--- src/rtl/pipe_buffer_chain.sv ---
// Parametrised chain of pipeline buffer stages with per-stage stall/flush,
// automatic bubble insertion, hazard/forwarding lookup and a stall-cycle counter.
module pipe_buffer_chain #(
  parameter int DATA_W = 48,
  parameter int ADDR_W = 4,
  parameter int STAGES = 4,
  parameter int NQ     = 2,
  parameter int CNT_W  = 16
) (
  input  logic                               clk,
  input  logic                               reset,
  input  logic                               in_valid,
  input  logic                               in_wr,
  input  logic [ADDR_W-1:0]                  in_rd,
  input  logic [DATA_W-1:0]                  in_data,
  output logic                               in_ready,
  input  logic [STAGES-1:0]                  stall_req,
  input  logic [STAGES-1:0]                  flush_mask,
  input  logic                               flush_in,
  output logic                               out_valid,
  output logic                               out_wr,
  output logic [ADDR_W-1:0]                  out_rd,
  output logic [DATA_W-1:0]                  out_data,
  output logic [STAGES-1:0]                  stage_valid,
  output logic [$clog2(STAGES+1)-1:0]        occupancy,
  input  logic [NQ*ADDR_W-1:0]               q_addr,
  output logic [NQ-1:0]                      q_hit,
  output logic [NQ*$clog2(STAGES)-1:0]       q_sel,
  output logic [CNT_W-1:0]                   stall_cycles
);

  localparam int OCC_W = $clog2(STAGES + 1);
  localparam int SEL_W = $clog2(STAGES);

  logic [STAGES-1:0] validR;
  logic [STAGES-1:0] wrR;
  logic [ADDR_W-1:0] rdR   [STAGES];
  logic [DATA_W-1:0] dataR [STAGES];
  logic [STAGES-1:0] effValid;
  logic [STAGES-1:0] hold;
  logic [CNT_W-1:0]  stallCnt;

  assign effValid = validR & ~flush_mask;

  // A stalled stage freezes every stage upstream of it.
  always_comb begin
    logic acc;
    acc  = 1'b0;
    hold = '0;
    for (int i = STAGES - 1; i >= 0; i--) begin
      acc     = acc | stall_req[i];
      hold[i] = acc;
    end
  end

  // Handshake: an entry transfers on an edge where in_valid and in_ready are
  // both high; in_ready depends only on the stall state, never on in_valid.
  assign in_ready = ~hold[0];

  always_ff @(posedge clk) begin
    if (!reset) begin
      validR <= '0;
      wrR    <= '0;
      for (int i = 0; i < STAGES; i++) begin
        rdR[i]   <= '0;
        dataR[i] <= '0;
      end
    end else begin
      if (hold[0]) begin
        validR[0] <= effValid[0];
      end else begin
        validR[0] <= in_valid & ~flush_in;
        wrR[0]    <= in_wr;
        rdR[0]    <= in_rd;
        dataR[0]  <= in_data;
      end
      for (int i = 1; i < STAGES; i++) begin
        if (hold[i]) begin
          validR[i] <= effValid[i];
        end else if (hold[i-1]) begin
          // Upstream is frozen: pass a bubble, payload left as is.
          validR[i] <= 1'b0;
        end else begin
          validR[i] <= effValid[i-1];
          wrR[i]    <= wrR[i-1];
          rdR[i]    <= rdR[i-1];
          dataR[i]  <= dataR[i-1];
        end
      end
    end
  end

  always_ff @(posedge clk) begin
    if (!reset) begin
      stallCnt <= '0;
    end else if (in_valid && !in_ready && stallCnt != {CNT_W{1'b1}}) begin
      stallCnt <= stallCnt + 1'b1;
    end
  end

  always_comb begin
    occupancy = '0;
    for (int i = 0; i < STAGES; i++) begin
      occupancy = occupancy + OCC_W'(effValid[i]);
    end
  end

  // Scan oldest to youngest so the youngest matching producer wins.
  always_comb begin
    q_hit = '0;
    q_sel = '0;
    for (int k = 0; k < NQ; k++) begin
      for (int i = STAGES - 1; i >= 0; i--) begin
        if (effValid[i] && wrR[i] && (rdR[i] == q_addr[k*ADDR_W +: ADDR_W])) begin
          q_hit[k]                 = 1'b1;
          q_sel[k*SEL_W +: SEL_W]  = SEL_W'(i);
        end
      end
    end
  end

  assign stage_valid  = effValid;
  assign out_valid    = effValid[STAGES-1];
  assign out_wr       = wrR[STAGES-1];
  assign out_rd       = rdR[STAGES-1];
  assign out_data     = dataR[STAGES-1];
  assign stall_cycles = stallCnt;

endmodule
--- config.mk ---
export PLATFORM = sky130hd
export DESIGN_NAME = pipe_buffer_chain
export DESIGN_NICKNAME = d
export VERILOG_FILES = /design/src/rtl/pipe_buffer_chain.sv
export SDC_FILE = /design/constraint.sdc
export NUM_CORES = 1
export LEC_CHECK = 0
export ABC_AREA = 1
export ABC_CLOCK_PERIOD_IN_PS = 7600
export BUFFER_PORTS_ARGS = -buffer_cell sky130_fd_sc_hd__buf_2
export CAP_MARGIN = 25
export CORE_ASPECT_RATIO = 1.2
export CORE_UTILIZATION = 55
export DETAILED_ROUTE_END_ITERATION = 16
export GPL_ROUTABILITY_DRIVEN = 0
export HOLD_SLACK_MARGIN = 0.06
export PLACE_DENSITY_LB_ADDON = 0.1
export SLEW_MARGIN = 15
export SYNTH_ARGS = -nofsm -noshare
export SYNTH_HDL_FRONTEND = slang
export SYNTH_SLANG_ARGS = --single-unit
--- constraint.sdc ---
create_clock -name clk -period 7.6 [get_ports clk]
set_input_delay 1.14 -clock clk [delete_from_list [all_inputs] [get_ports clk]]
set_output_delay 1.14 -clock clk [all_outputs]
set_load 0.005 [all_outputs]
== After elaboration in Yosys (flattened, before gate mapping) ==
Memories as Yosys holds them, arrays and structs flattened.
Cells that the tools add are included.

* Bits in registers: 24
* RAM bits: 208
* Bits of input ports: 73
* Word-level logic and storage cells: 103
* Memories: 2

* $add $sub $neg: 4
* Equal/unequal tests: 9
* Mux-type cells: 46
* Bitwise logic cells: 19
* Reduce and logical (&&, ||, !) cells: 17

{| class="wikitable"
|+ Memories
! name !! words !! bits a word !! read ports !! clocked after memory_dff !! write ports !! RTL line !! source
|-
| dataR || 4 || 48 || 4 || 0 || 4 || 38 || <nowiki>logic [DATA_W-1:0] dataR [STAGES];</nowiki>
|-
| rdR || 4 || 4 || 4 || 0 || 4 || 37 || <nowiki>logic [ADDR_W-1:0] rdR [STAGES];</nowiki>
|}

{| class="wikitable"
|+ Operator list
! cell !! count
|-
| two-way mux 48 bit || 4
|-
| == test 4 bit || 8
|-
| two-way mux 1 bit || 30
|-
| adder 16 x 1 -> 16 bit (second input constant) || 1
|-
| two-way mux 2 bit || 8
|-
| two-way mux 4 bit || 4
|-
| inequality test 16 bit (second input constant) || 1
|-
| logical AND 1 bit || 14
|-
| bitwise OR 1 bit || 11
|-
| AND reduction 2 bit || 3
|-
| NOT 1 bit || 5
|-
| bitwise AND 4 bit || 1
|-
| NOT 4 bit || 1
|-
| adder 2 x 1 -> 3 bit || 1
|-
| adder 3 x 1 -> 3 bit || 1
|-
| adder 1 x 1 -> 2 bit || 1
|-
| bitwise AND 1 bit || 1
|}

== Depth between registers and ports, before layout ==
* Word-level depth: 8
* Depth in mapped cells: 9
* Mapped depth without buffers: 9

== Worst setup path before layout ==
OpenSTA, ideal clock, no wires.

* Kind: in2reg
* Start: input port stall_req[2]
* End: memory dataR[2][0] (enable)
* Library setup time: 0.539 ns
* Arrival time: 5.105 ns
* Required time: 7.061 ns
* Setup slack: 1.956 ns
* Cell stages on the path: 3
* Cell sequence: nor2_4 inv_1 o21ai_0

{| class="wikitable"
|+ RTL lines
! what !! RTL line !! source
|-
| start: declaration || 17 || <nowiki>input logic [STAGES-1:0] stall_req,</nowiki>
|-
| end: declaration || 38 ||
|}

== Worst setup path in the final report ==
* Start: input port flush_mask[0]
* End: output port occupancy[1]

* Word-level cells in the longest chain between the ends: 5

{| class="wikitable"
|+ RTL lines
! what !! RTL line !! source
|-
| start: declaration || 18 || <nowiki>input logic [STAGES-1:0] flush_mask,</nowiki>
|-
| NOT 4 bit || 43 || <nowiki>assign effValid = validR & ~flush_mask;</nowiki>
|-
| bitwise AND 4 bit || 43 ||
|-
| adder 1 x 1 -> 2 bit || 104 || <nowiki>occupancy = occupancy + OCC_W'(effValid[i]);</nowiki>
|-
| adder 2 x 1 -> 3 bit || 104 ||
|-
| adder 3 x 1 -> 3 bit || 104 ||
|-
| end: declaration || 25 || <nowiki>output logic [$clog2(STAGES+1)-1:0] occupancy,</nowiki>
|}

No other way between the ends.

==> results.cfg <==
[outcome]
status = complete, no violations

[cts]
cts_tree = yes
cts_max_level = 1
ctsRootBufferMaster = clkbuf_16
clock_latency_ns = 0.50
cts_hold_buf = 0
clockBufferDepth = 3
clock_sinks = 232
clk_pin_slew_ns = 0.06
cts_buffers = 23
postCtsSetupRepairBufs = 0
cts-resized-gates = 0

[routing]
drt-initial-drc-count = 254
drt-total-wl_mm = 16.1
drt_pre_antenna_iters = 4
drc_errors = 0
wl_per_cell_microns = 11.8
avgViaCountPerCell = 4.54
route.vias.total = 6207
postRouteAntennaNets = 0

[layout]
finalNetCount = 1204
drive_gt1_share_pct = 18.8
final_util_pct = 65.8
fillers = 1412
synthToLayoutAreaGrowth_pct = 16.9

[logic_synthesis]
yosysMostFrequentCell = nor2_1
synth_top_area_cell = edfxtp_1
ys.flop_type = edfxtp_1
synth_compound_area_share_pct = 1.52
synth_top_family_by_area = simple AND/OR/NAND/NOR gates
yosysUniqueCellTypes = 32
syn_area_per_cell_sq_um = 10.1
synthesis.area_sq_um = 9890
synth_mux_area_share_pct = 0
synth_fa_ha_area_share_pct = 0.582
yosys.area_share.xor_xnor_pct = 1.77
yosys_warnings = 0
yosys.area_share.simple_pct = 16.5
synth_edf_count = 208
netlist_instances = 974
ys_ff_latch = 232
async_reset_ff_share_pct = 0
syn_nets = 1051
synthTopCellsByCount = nor2_1, inv_1, edfxtp_1, nand2_1, dfxtp_1
ys_seq_area_share_pct = 68.0
yosys.area.top_type_share_pct = 63.2
synth_area_leaders = edfxtp_1, nor2_1, inv_1

[placement]
hpwl_mm = 10.3
portBuffers = 156

[setup_path]
worstPathRequired_ns = 6.46
endpoint_kind = output pin
crit_fanout = 5
start_kind = primary input
critPathArrivalTime_ns = 2.58
crit_type = in -> out

[timing]
min_period_ns = 3.72
fmaxAchievable_mhz = 269
slew_violations = 0
slew_headroom_pct = 35.4
finalSetupViolCount = 0
tightest_slew_ns = 0.968
hold_violations = 0
rsz0062_at_grt = no
finalSetupTns_ns = 0
timing.final.crit_share_pct = 49.0
skew_ns = 0.0113

[die]
die_w_microns = 124
ios = 157
initial_core_util_pct = 56.3
die_height_microns = 149
rows = 53
die-area_sq_um = 18500
core_area_sq_um = 17600

[worst_hold_path]
min_path_type = reg -> reg

[flow_run]
drv_cap = 0

[power]
ir_worst_vdd_mv = 0.198
p_leak_uw = 0.00541
powerDensity_nw_per_um2 = 234

[global_route]
grt_first_pass_wirelength_mm = 26.3
gr-total-overflow = 0
antenna_found_initial = 5
track_usage_pct = 17.6
grt_pass1_vias = 5640
grt_max_degree = 108
-- power by group --
group | switching (uW) | internal (uW) | total, uW
logic | 90.8 | 51.8 | 143
clock network | 454 | 634 | 1090
registers | 21.0 | 1450 | 1470
-- registers in the layout, indices dropped and copies added, names as in the netlist --
signal,cells
dataR,192
rdR,16
stall_cycles,16
validR,4
wrR,4
-- final timing paths --
check | depth (start not counted) | startpoint | slack [ns] | endpoint
worst min-delay path | 2 | wrR[3] | 0.50 | wrR[3]
worst max register to register | 7 | stall_cycles[1] | 6.02 | stall_cycles[4]
worst min register to register | 2 | wrR[3] | 0.50 | wrR[3]
worst max-delay path | 8 | flush_mask[0] | 3.88 | occupancy[1]
-- critical path, stage by stage --
cell and delay, ns:
buf_2 0.10, inv_1 0.04, nand2_1 0.12, fa_1 0.56, inv_1 0.04, ha_1 0.20
ha_1 0.26, buf_2 0.12
-- stage by stage --
step	setup slack, ns	cells	hold WS, ns	total power (uW)	cell area (sq um)
2_1_floorplan	1.96	974	0.463	1590	9890
3_3_place_gp	3.90	1321	0.493	1640	10800
3_5_place_dp	3.88	1321	0.489	1650	10800
4_1_cts	3.88	1361	0.501	2730	11500
5_1_grt	3.77	1365	0.536	2810	11600
6_report	3.88	1366	0.504	2710	11600
-- layer usage --
layer | GRT usage (%) | vias up | part of all wire (%)
met2 | 31.8 | 121 | 51
met4 | 6.14 | 2 | 2.4
met3 | 3.26 | 33 | 4.4
met5 | 0 | - | 0.050
li1 | - | 3270 | -
met1 | 21.2 | 2781 | 42
-- cell type report --
cell class / count / area [sq um] / share of cell area [%]
inverters: 253 / 950 / 8.21
clock buffers: 29 / 608 / 5.26
flip-flops and latches: 232 / 6730 / 58.2
repair buffers: 161 / 838 / 7.25
multi-input cells: 456 / 2040 / 17.7
diodes: 4 / 10.0 / 0.0866
well taps: 220 / 275 / 2.38
clock inverters: 11 / 109 / 0.942
-- layout by cell type, fill, tap and decap left out --
| master | n |
|---|---|
| o22ai_1 | 6 |
| edfxtp_1 | 208 |
| diode_2 | 4 |
| dfxtp_1 | 24 |
| fa_1 | 1 |
| inv_2 | 3 |
| nand2b_1 | 1 |
| ha_1 | 3 |
| and2_1 | 1 |
| nor2_1 | 272 |
| clkbuf_1 | 5 |
| clkinv_2 | 8 |
| nand2_2 | 4 |
| nand2_1 | 82 |
| buf_2 | 156 |
| nand3_1 | 21 |
| a31oi_1 | 2 |
| nand4_1 | 7 |
| nor2_2 | 3 |
| inv_6 | 1 |
| nor2_4 | 2 |
| nor3_1 | 2 |
| xor2_1 | 7 |
| nor2b_1 | 2 |
| o21ai_4 | 1 |
| and2_0 | 1 |
| buf_4 | 4 |
| a21oi_1 | 12 |
| clkbuf_8 | 1 |
| o21ai_0 | 7 |
| clkbuf_16 | 23 |
| inv_1 | 250 |
| nand2_4 | 4 |
| nand3_2 | 2 |
| bufinv_16 | 2 |
| xnor2_1 | 13 |
| buf_16 | 1 |
-- kinds of logic (layout without fill, tap and decap cells) --
logic type | Yosys count | count (layout)
AND/OR/NAND/NOR | 404 | 404
buffers and inverters | 286 | 454
XOR/XNOR | 20 | 20
adder cells (fa/ha/maj) | 4 | 4
AO/OA/AOI/OAI | 28 | 28
flip-flops | 232 | 232
other | 0 | 4
Note: power is estimated with default switching activity, not from simulation.
